`src/rtl/calc_pkg.sv`:
```
// calc_pkg: opcode constants, opcode width and FSM state encoding shared by
// the calculator top and its ALU.
`default_nettype none

package calc_pkg;

   localparam int OP_W = 3;

   localparam logic [OP_W-1:0] OP_CLR  = 3'd0;
   localparam logic [OP_W-1:0] OP_ADD  = 3'd1;
   localparam logic [OP_W-1:0] OP_SUB  = 3'd2;
   localparam logic [OP_W-1:0] OP_AND  = 3'd3;
   localparam logic [OP_W-1:0] OP_OR   = 3'd4;
   localparam logic [OP_W-1:0] OP_XOR  = 3'd5;
   localparam logic [OP_W-1:0] OP_LOAD = 3'd6;
   localparam logic [OP_W-1:0] OP_PASS = 3'd7;

   typedef enum logic [1:0] {
      ST_IDLE = 2'd0,
      ST_EXEC = 2'd1,
      ST_HOLD = 2'd2
   } state_t;

endpackage

`default_nettype wire

```
`src/rtl/calc_alu.sv`:
```
// calc_alu: combinational accumulator ALU. Optional macro CALC_SATURATE_EN
// clamps signed-overflowing ADD/SUB results instead of wrapping.
`default_nettype none

module calc_alu
   import calc_pkg::*;
#(
   parameter int WIDTH = 8
) (
   input  logic [OP_W-1:0]  op,
   input  logic [WIDTH-1:0] acc,
   input  logic [WIDTH-1:0] operand,
   output logic [WIDTH-1:0] next_val,
   output logic             carry,
   output logic             ovf
);

   logic [WIDTH:0] sum;
   logic [WIDTH:0] diff;

   assign sum  = {1'b0, acc} + {1'b0, operand};
   assign diff = {1'b0, acc} - {1'b0, operand};

`ifdef CALC_SATURATE_EN
   // Overflow always moves away from the accumulator's sign, so its MSB picks the rail.
   logic [WIDTH-1:0] sat_val;
   assign sat_val = acc[WIDTH-1] ? {1'b1, {(WIDTH-1){1'b0}}}
                                 : {1'b0, {(WIDTH-1){1'b1}}};
`endif

   always_comb begin
      next_val = acc;
      carry    = 1'b0;
      ovf      = 1'b0;
      case (op)
         OP_CLR:  next_val = '0;
         OP_ADD: begin
            next_val = sum[WIDTH-1:0];
            carry    = sum[WIDTH];
            ovf      = (acc[WIDTH-1] == operand[WIDTH-1]) &&
                       (sum[WIDTH-1] != acc[WIDTH-1]);
         end
         OP_SUB: begin
            next_val = diff[WIDTH-1:0];
            carry    = diff[WIDTH];
            ovf      = (acc[WIDTH-1] != operand[WIDTH-1]) &&
                       (diff[WIDTH-1] != acc[WIDTH-1]);
         end
         OP_AND:  next_val = acc & operand;
         OP_OR:   next_val = acc | operand;
         OP_XOR:  next_val = acc ^ operand;
         OP_LOAD: next_val = operand;
         OP_PASS: next_val = operand;
         default: next_val = acc;
      endcase
`ifdef CALC_SATURATE_EN
      if (ovf) begin
         next_val = sat_val;
      end
`endif
   end

endmodule

`default_nettype wire

```
`src/rtl/calculadora_param.sv`:
```
// calculadora_param: accumulator calculator with IDLE/EXEC/HOLD valid-ready
// handshake. Optional macro CALC_SATURATE_EN selects saturating ADD/SUB.
`default_nettype none

module calculadora_param
   import calc_pkg::*;
#(
   parameter int WIDTH = 8
) (
   input  logic             clk,
   input  logic             reset,
   input  logic             clr,
   input  logic             in_valid,
   output logic             in_ready,
   input  logic [OP_W-1:0]  op,
   input  logic [WIDTH-1:0] operand,
   output logic             out_valid,
   input  logic             out_ready,
   output logic [WIDTH-1:0] result,
   output logic             carry,
   output logic             ovf,
   output logic             zero
);

   state_t           state;
   state_t           state_nx;
   logic [OP_W-1:0]  op_q;
   logic [WIDTH-1:0] opnd_q;
   logic [WIDTH-1:0] acc;
   logic [WIDTH-1:0] alu_val;
   logic             alu_carry;
   logic             alu_ovf;

   calc_alu #(.WIDTH(WIDTH)) u_alu (
      .op       (op_q),
      .acc      (acc),
      .operand  (opnd_q),
      .next_val (alu_val),
      .carry    (alu_carry),
      .ovf      (alu_ovf)
   );

   always_ff @(posedge clk or posedge reset) begin
      if (reset) begin
         state <= ST_IDLE;
      end else if (clr) begin
         state <= ST_IDLE;
      end else begin
         state <= state_nx;
      end
   end

   always_comb begin
      state_nx  = state;
      in_ready  = 1'b0;
      out_valid = 1'b0;
      case (state)
         ST_IDLE: begin
            in_ready = 1'b1;
            if (in_valid) state_nx = ST_EXEC;
         end
         ST_EXEC: state_nx = ST_HOLD;
         ST_HOLD: begin
            out_valid = 1'b1;
            if (out_ready) state_nx = ST_IDLE;
         end
         default: state_nx = ST_IDLE;
      endcase
   end

   always_ff @(posedge clk or posedge reset) begin
      if (reset) begin
         op_q   <= OP_CLR;
         opnd_q <= '0;
         acc    <= '0;
         result <= '0;
         carry  <= 1'b0;
         ovf    <= 1'b0;
      end else if (clr) begin
         acc    <= '0;
         result <= '0;
         carry  <= 1'b0;
         ovf    <= 1'b0;
      end else begin
         if (state == ST_IDLE && in_valid) begin
            op_q   <= op;
            opnd_q <= operand;
         end
         if (state == ST_EXEC) begin
            result <= alu_val;
            carry  <= alu_carry;
            ovf    <= alu_ovf;
            // PASS only forwards the operand; the accumulator keeps its value.
            if (op_q != OP_PASS) acc <= alu_val;
         end
      end
   end

   assign zero = (result == '0);

endmodule

`default_nettype wire

```
`config.mk`:
```
export PLATFORM = sky130hd
export DESIGN_NAME = calculadora_param
export DESIGN_NICKNAME = d
export VERILOG_FILES = /design/src/rtl/calc_pkg.sv /design/src/rtl/calc_alu.sv /design/src/rtl/calculadora_param.sv
export SDC_FILE = /design/constraint.sdc
export NUM_CORES = 1
export LEC_CHECK = 0
export BUFFER_PORTS_ARGS = -buffer_cell sky130_fd_sc_hd__buf_2
export CAP_MARGIN = 20
export CORE_MARGIN = 3
export CORE_UTILIZATION = 40
export DETAILED_ROUTE_END_ITERATION = 16
export PLACE_DENSITY_LB_ADDON = 0.12
export SYNTH_ARGS = -nofsm -noshare
export SYNTH_HDL_FRONTEND = slang
export SYNTH_SLANG_ARGS = --single-unit
```
`constraint.sdc`:
```
create_clock -name clk -period 2.39 [get_ports clk]
set_input_delay 0.239 -clock clk [delete_from_list [all_inputs] [get_ports clk]]
set_output_delay 0.239 -clock clk [all_outputs]
set_load 0.005 [all_outputs]
```
==> results of run 1 <==
cell families (layout without fill, tap and decap cells):
logic type / after synthesis / after routing / share of synthesized area
AOI/OAI and AO/OA: 108 / 108 / 0.2802
DFF: 31 / 31 / 0.3016
xor gates and xnor gates: 5 / 5 / 0.01702
and+or+nand+nor: 93 / 93 / 0.1829
buffers and inverters: 41 / 84 / 0.08609
adders and majority gates: 26 / 26 / 0.1323
worst max-delay path, cell delays in order, from the launching register on:
cell and delay (ns):
dfrtp_2 0.44, inv_1 0.09, ha_1 0.37, nor2_2 0.08
o311a_1 0.32, o21ai_0 0.18, o2111ai_1 0.22, a21o_1 0.22
a221o_1 0.26
state kept, by name, indices dropped and copies added, names as in the netlist:
| signal | cells |
|---|---|
| ovf | 1 |
| result | 8 |
| opnd_q | 8 |
| acc | 8 |
| state | 2 |
| op_q | 3 |
| carry | 1 |
final cells by class:
type                            count  area [µm²]  share of cell area
Tap cell                           75       93.84             0.03122
Sequential cell                    31       777.0              0.2585
Clock inverter                      2       35.03             0.01166
Multi-Input combinational cell    232        1608              0.5350
Clock buffer                        6       82.58             0.02748
Timing Repair Buffer               51       315.3              0.1049
Inverter                           25       93.84             0.03122
layer usage:
metal	vias up	GRT usage	wire, µm
li1	1184	-	-
met1	1160	0.3029	3438
met2	87	0.3483	3586
met3	9	0.03897	495
met4	0	0.04391	73
met5	-	0	0
worst min-delay path by stage:
stage | cells after the start | end | slack [ns] | startpoint
final | 3 | opnd_q[5] | 0.15 | operand[5]
after global routing | 3 | opnd_q[5] | 0.15 | operand[5]
after CTS | 3 | opnd_q[4] | 0.15 | operand[4]
after detailed placement | 2 | result[0] | 0.31 | reset
after global placement | 2 | result[0] | 0.30 | reset
after floorplan | 1 | acc[0] | 0.34 | reset
what timing repair did:
item	4_1_cts	5_1_grt
hold endpoints to repair	3	0
endpoints found under the setup margin	2	7
pin swaps	0	3
hold buffers	1	0
resized for setup	1	10
power groups by stage:
stage | registers (µW) | clock network [µW] | logic (µW)
finish | 662 | 565 | 995
global route | 674 | 594 | 1100
CTS | 661 | 570 | 968
detailed placement | 670 | 0 | 962
global placement | 668 | 0 | 968
floorplan | 653 | 0 | 701
metrics by stage:
stage | TNS, ns | util | total power (µW)
6_report | 0 | 0.4959 | 2222
4_1_cts | 0 | 0.4917 | 2199
5_1_grt | -0.01996 | 0.4959 | 2369
3_3_place_gp | -0.007887 | 0.4707 | 1637
2_1_floorplan | 0 | - | 1354
3_5_place_dp | 0 | 0.4707 | 1632
layout by cell type (no fill, tap or decap), drive strengths merged, types with 4 or more instances in the layout:
cell type	instances
clkbuf	6
xnor2	5
o22ai	4
nand2b	7
nand2	32
a21oi	24
a21o	5
nor2	26
buf	50
ha	24
dfrtp	31
nand3	7
a311oi	4
nor3	4
o21ai	32
inv	25
nor2b	4
==> flow_summary_export.csv, run 1 <==
group,metric,value,unit
floorplan,start_util,0.4244,
layout,drive_gt1_frac,0.2190,
logic_synthesis,yosys_warnings,0,
run_status,status,"finished, final reports clean",
pwr,p_leak,0.001354,µW
logic_synthesis,ys_seq_elements,31,
floorplan,coreArea,0.006061,mm²
setup_path,setup.worst_path.end,"result[5]",
logic_synthesis,avgSynthCellArea,8.462,µm²
logic_synthesis,synth_edf_count,0,
setup_path,r2r_start,"opnd_q[1]",
timing,fmax,434.2,MHz
routing,first_pass_iters,4,
grt,grt_max_degree,24,
logic_synthesis,async_flop_share,1.000,
timing,setup_violations,0,
layout,syn2layout_area_growth,16.83,%
setup_path,timing_worst_setup_path_type,"reg -> reg",
timing,timing.hold.ws,0.1456,ns
place,post-place-ws,0.001992,ns
logic_synthesis,synthFlopType,"dfrtp_1",
logic_synthesis,synthesis.area,0.002572,mm²
timing,rsz0062_at_grt,"true",
setup_path,cp-start-kind,"flop",
timing,min_period,2.303,ns
place,gp_congestion,0.9199,
timing,finalHoldViolations,0,
logic_synthesis,synth_cell_type_count,56,
routing,wl,7593,µm
grt,track_usage,0.2154,
clock_tree,cts_buffers,5,
pwr,powerDensity,739.2,mW/mm²
setup_path,required,2.56,ns
layout,fin_cells,422,
routing,route.detailed.drc,0,
logic_synthesis,syn_inst,304,
pwr,combPwrFrac,0.448,
timing,tightest_slew,0.6360,ns
routing,drtIter0Drc,182,
setup_path,critical_path.endpoint_type,"flop",
pwr,pwr-share-clk,0.254,
clock_tree,insertion_delay,0.29,ns
setup_path,r2r_cells,8,
pwr,p_sw,895.3,µW
routing,via_count,2440,
pwr,switching_share,0.4030,
pwr,p_int,1326,µW
layout,num-fill-cells,600,
clock_tree,cts_tree,"yes",
layout,fin_area,0.003005,mm²
run,maxCapViolCount,0,
place,place_inst,413,
setup_path,path_max_fanout,5,
logic_synthesis,synth_commonest_cells,"dfrtp_1 (31), nand2_1 (31), o21ai_0 (26)",
clock_tree,clk_pin_slew,0.08,ns
timing,slew_viol_final,0,
floorplan,num_rows,28,
setup_path,arrival,2.47,ns
logic_synthesis,yosys.area.top_type_share,0.3016,
grt,grt_pass1_wl,12320,µm
timing,fin_skew,0.01173,ns
timing,period_share,0.9636,
routing,wl_per_cell,17.99,µm
grt,antenna_found_initial,0,
clock_tree,cts_root_buffer,"clkbuf_8",
clock_tree,cts.sinks,31,
place,portBuffers,28,
timing,relSlewSlack,0.5751,
routing,vias_per_cell,5.782,
grt,grt_overflow,0,
floorplan,pin_count,29,
pwr,seq_power_share,0.298,
clock_tree,htree_levels,2,
layout,nets,388,
floorplan,die_w,86.20,µm
floorplan,fp.dieH,86.20,µm
floorplan,die_area,0.007430,mm²
grt,grt_pass1_vias,2344,
logic_synthesis,synth_nets,346,
pwr,peakVddDrop,0.2873,mV
layout,diodes,0,
hold_path,worstHoldPathType,"in -> reg",
setup_path,r2r_slack,0.09,ns
clock_tree,clockBufferDepth,2,
routing,drtAntennaViolNets,0,
logic_synthesis,synth_area_leader_cell,"dfrtp_1",
setup_path,worstReg2RegEnd,"result[5]",
timing,layout_setup_ws,0.08688,ns
setup_path,startpoint,"opnd_q[1]",
place,dp_hpwl,5697,µm
place,placed_area,0.002853,mm²
logic_synthesis,ys_seq_area_frac,0.3016,
clock_tree,post-cts-setup-buffers,0,
logic_synthesis,ys_top_cells_by_area,"dfrtp_1 (30%), ha_1 (12%), o21ai_0 (5.1%), nand2_1 (4.5%), a21oi_1 (4.5%)",
(Power assumes the default switching activity.)
==> run 2, diff against run 1 <==
PLACE_DENSITY = 0.57   (was unset)
PLACE_DENSITY_LB_ADDON = unset   (was 0.12)
==> flow_summary_export.csv, run 2 (synthesis gave the netlist of run 1 again) <==
group,metric,value,unit
run_status,status,"finished, final reports clean",
setup_path,worst_path_most_repeated_cell,"a311oi_1",
timing,period_share,0.9492,
setup_path,r2r_slack,0.12,ns
timing,min_period,2.269,ns
timing,finalHoldViolations,0,
grt,antenna_found_initial,0,
grt,grt_max_degree,32,
clock_tree,clk_pin_slew,0.07,ns
setup_path,path_max_fanout,3,
layout,nets,389,
clock_tree,htree_levels,2,
clock_tree,insertion_delay,0.29,ns
layout,mostFrequentLayoutCells,"nand2_1 (31), dfrtp_1 (31), buf_2 (28)",
grt,grt_overflow,0,
pwr,powerDensity,740.5,mW/mm²
timing,fmax,440.8,MHz
setup_path,r2r_cells,8,
timing,relSlewSlack,0.6733,
floorplan,die_w,86.20,µm
setup_path,r2r_start,"acc[0]",
clock_tree,cts_tree,"yes",
routing,drtIter0Drc,193,
clock_tree,cts.sinks,31,
routing,route.detailed.drc,0,
setup_path,setup.worst_path.end,"carry",
clock_tree,cts_root_buffer,"clkbuf_8",
pwr,power,2227,µW
timing,timing.hold.ws,0.03833,ns
layout,syn2layout_area_growth,16.88,%
layout,diodes,0,
floorplan,pin_count,29,
clock_tree,clockBufferDepth,2,
setup_path,timing_worst_setup_path_type,"reg -> reg",
pwr,peakVddDrop,0.3179,mV
run,maxCapViolCount,0,
routing,wl_per_cell,18.05,µm
floorplan,start_util,0.4244,
place,dp_hpwl,5794,µm
timing,setup_violations,0,
layout,finish.utilization,0.4961,
place,placed_area,0.002860,mm²
grt,grt_pass1_vias,2378,
timing,slew_viol_final,0,
setup_path,max_stage_delay,0.39,ns
layout,fin_area,0.003007,mm²
grt,track_usage,0.2206,
floorplan,coreArea,0.006061,mm²
setup_path,crit_buf_inv,1,
layout,reg.largest.list,"acc: 8 flops, opnd_q: 8 flops, result: 8 flops",
place,portBuffers,28,
setup_path,critPathSlowestCell,"dfrtp_1",
timing,rsz0062_at_grt,"false",
setup_path,arrival,2.42,ns
pwr,p_leak,0.001360,µW
timing,finalSetupTns,0,ns
floorplan,fp.dieH,86.20,µm
clock_tree,cts_buffers,5,
place,gp_congestion,0.9844,
setup_path,crit_cells,8,
setup_path,crit_chain,"inv_2, ha_4, fa_2, or2_1, a211o_1, a311oi_1, or3_1, a311oi_1",
setup_path,required,2.54,ns
setup_path,startpoint,"acc[0]",
setup_path,cp-start-kind,"flop",
setup_path,worstReg2RegEnd,"carry",
hold_path,worstHoldPathType,"in -> async",
timing,tightest_slew,0.4896,ns
floorplan,die_area,0.007430,mm²
layout,drive_gt1_frac,0.2184,
routing,first_pass_iters,4,
routing,wl,7637,µm
routing,via_count,2407,
setup_path,cp_top_family,"compound AO/OA/AOI/OAI gates",
routing,vias_per_cell,5.690,
routing,drtAntennaViolNets,0,
grt,grt_pass1_wl,12680,µm
setup_path,critical_path.endpoint_type,"flop",
timing,fin_skew,0.006927,ns
floorplan,num_rows,28,
-- run 2: cell types whose count changed in the layout (fill, tap and decap cells not counted) --
cell / previous run / this run
buf_4: 22 / 24
a211oi_1: 0 / 1
ha_2: 2 / 1
inv_1: 24 / 23
inv_2: 1 / 2
dfrtp_2: 1 / 0
o311ai_1: 1 / 2
dlygate4sd3_1: 1 / 0
a211oi_2: 1 / 0
o311ai_2: 1 / 0
dfrtp_1: 30 / 31
ha_4: 0 / 1
-- run 2: area by class of cell --
cell class | instances | area (µm²)
Multi-Input combinational cell | 232 | 1605
Clock inverter | 2 | 35.03
Sequential cell | 31 | 775.7
Clock buffer | 6 | 82.58
Fill cell | 605 | 3054
Tap cell | 75 | 93.84
Inverter | 25 | 93.84
Timing Repair Buffer | 52 | 320.3
-- run 2: routing by layer --
layer,track usage,wire (µm),vias up,share of wire
met4,0.06799,116,0,0.015
met1,0.3197,3604,1156,0.47
met3,0.02852,288,12,0.038
met2,0.3427,3627,53,0.47
li1,-,-,1186,-
met5,0,0,-,0
-- run 2: what timing repair did --
item / 4_1_cts / 5_1_grt
buffers inserted: 0 / 1
hold buffers: 0 / 0
gates resized for setup: 0 / 10
endpoints found under the setup margin: 0 / 8
-- run 2: worst min-delay path, cell delays in order --
cell and delay (ns):
buf_2 0.09, inv_1 0.04, buf_4 0.38
-- run 2: worst min path at each step --
stage | start | to | slack (ns) | cells past startpoint
global route | reset | result[0] | 0.07 | 3
detailed placement | reset | result[0] | 0.37 | 3
finish | reset | result[0] | 0.04 | 3
floorplan | reset | acc[0] | 0.34 | 1
CTS | reset | acc[4] | 0.05 | 3
global placement | reset | result[0] | 0.35 | 3
-- run 2: power breakdown --
group / switching [µW] / internal, µW / total (µW)
clock: 222 / 338 / 559
combinational: 582 / 412 / 994
sequential: 81.4 / 592 / 674
-- run 2: stage by stage --
step | setup slack [ns] | instances
2_1_floorplan | 0.2549 | 304
3_3_place_gp | 0.04172 | 414
3_5_place_dp | 0.03954 | 414
4_1_cts | 0.02654 | 422
5_1_grt | 0.0004587 | 423
6_report | 0.1214 | 423
==> run 3, diff against run 2 <==
BUFFER_PORTS_ARGS = unset   (was -buffer_cell sky130_fd_sc_hd__buf_2)
DONT_BUFFER_PORTS = 1   (was unset)
PLACE_DENSITY = 0.53   (was 0.57)
==> flow_summary_export.csv, run 3 (synthesis gave the netlist of run 1 again) <==
group,metric,value,unit
run_status,status,"finished, final reports clean",
timing,timing.hold.ws,0.06093,ns
layout,num-fill-cells,608,
floorplan,pin_count,29,
routing,drtAntennaViolNets,0,
routing,first_pass_iters,5,
timing,period_share,0.9409,
place,portBuffers,0,
timing,tightest_slew,0.6380,ns
pwr,p_leak,0.001233,µW
routing,vias_per_cell,5.780,
layout,nets,361,
place,dp_hpwl,5622,µm
setup_path,r2r_slack,0.14,ns
timing,min_period,2.249,ns
floorplan,die_area,0.007430,mm²
floorplan,coreArea,0.006061,mm²
grt,grt_max_degree,24,
layout,reg.largest.list,"acc: 8 flops, opnd_q: 8 flops, result: 8 flops",
grt,grt_util_met3,0.04183,
clock_tree,clk_pin_slew,0.07,ns
routing,wl,7444,µm
routing,via_count,2283,
floorplan,start_util,0.4244,
clock_tree,htree_levels,2,
timing,finalSetupTns,0,ns
setup_path,cp-start-kind,"flop",
timing,relSlewSlack,0.5742,
grt,grt_overflow,0,
floorplan,die_w,86.20,µm
grt,track_usage,0.2111,
clock_tree,clockBufferDepth,2,
timing,slew_viol_final,0,
timing,setup_violations,0,
routing,route.detailed.drc,0,
grt,grt_util_met2,0.3427,
setup_path,critical_path.endpoint_type,"flop",
setup_path,timing_worst_setup_path_type,"reg -> reg",
pwr,peakVddDrop,0.3337,mV
grt,grt_pass1_vias,2310,
pwr,powerDensity,759.8,mW/mm²
floorplan,fp.dieH,86.20,µm
timing,finalHoldViolations,0,
timing,rsz0062_at_grt,"false",
clock_tree,cts_tree,"yes",
grt,grt_busiest_layer,"met2",
clock_tree,cts.sinks,31,
layout,syn2layout_area_growth,11.48,%
run,maxCapViolCount,0,
routing,wl_per_cell,18.85,µm
hold_path,worstHoldPathType,"in -> reg",
grt,met1_usage,0.2894,
clock_tree,cts_root_buffer,"clkbuf_8",
setup_path,path_max_fanout,3,
timing,fin_skew,0.003526,ns
grt,antenna_found_initial,0,
layout,mostFrequentLayoutCells,"nand2_1 (31), dfrtp_1 (31), o21ai_0 (26)",
clock_tree,insertion_delay,0.29,ns
floorplan,num_rows,28,
setup_path,required,2.61,ns
routing,drtIter0Drc,140,
grt,grt_pass1_wl,12160,µm
layout,drive_gt1_frac,0.1438,
layout,diodes,0,
clock_tree,cts_buffers,5,
timing,fmax,444.7,MHz
setup_path,arrival,2.47,ns
place,gp_congestion,0.9675,
[run 3: cell types whose count changed in the layout (fill, tap and decap cells not counted), moves of 2 or more]
cell / change
buf_4: -2
o21ai_1: -2
o21ai_0: +2
buf_2: -28
dlygate4sd3_1: +2
[run 3: metrics by stage]
step	instance area (µm²)	setup WS [ns]	util	cells	power [µW]
after floorplan	2572	0.2549	-	304	1354
after global placement	2705	0.1001	0.4463	384	1596
after detailed placement	2705	0.06315	0.4463	384	1598
after CTS	2843	0.04315	0.4690	394	2168
after global routing	2868	0.0004592	0.4732	395	2334
final	2868	0.1413	0.4732	395	2179
[run 3: where the power goes]
part / leakage, µW / switching [µW] / internal, µW
logic: 0.000763 / 570 / 377
clock network: 0.0000612 / 226 / 338
registers: 0.000409 / 75.7 / 592
total: 0.00123 / 872 / 1310
[run 3: critical path, cell delays in order, from the launching register on]
cell and delay [ns]:
dfrtp_1 0.35, inv_1 0.06, ha_2 0.19, fa_2 0.35, or2_1 0.24, a211o_1 0.38
o31a_1 0.26, o2111ai_1 0.10, a21oi_1 0.12, o21ai_1 0.12
[run 3: final timing paths]
kind / startpoint / endpoint / cells after the start
worst max-delay path: acc[0] / result[6] / 9
worst min-delay path: op[2] / op_q[2] / 2
worst max register to register: acc[0] / result[6] / 9
worst min register to register: ovf / ovf / 2
max in group asynchronous: reset / acc[3] / 3
min in group asynchronous: reset / result[3] / 2
[run 3: cell type report]
type	instances	area (µm²)	area share
clock buffer	6	82.58	0.02880
clock inverter	2	35.03	0.01222
inverter	25	93.84	0.03272
multi-input combinational	232	1602	0.5585
sequential	31	775.7	0.2705
tap	75	93.84	0.03272
timing repair buffer	24	185.2	0.06457
[run 3: layer usage]
layer	vias up	wire length, µm
li1	1129	-
met1	1081	3372
met2	60	3529
met3	13	432
met4	0	109
met5	-	0
[run 3: repair_timing]
item                                   CTS  global route
endpoints found under the hold margin   17             0
hold buffers                             2             0
setup endpoints to repair                0             7
buffers inserted                         0             1
resized for setup                        0             6
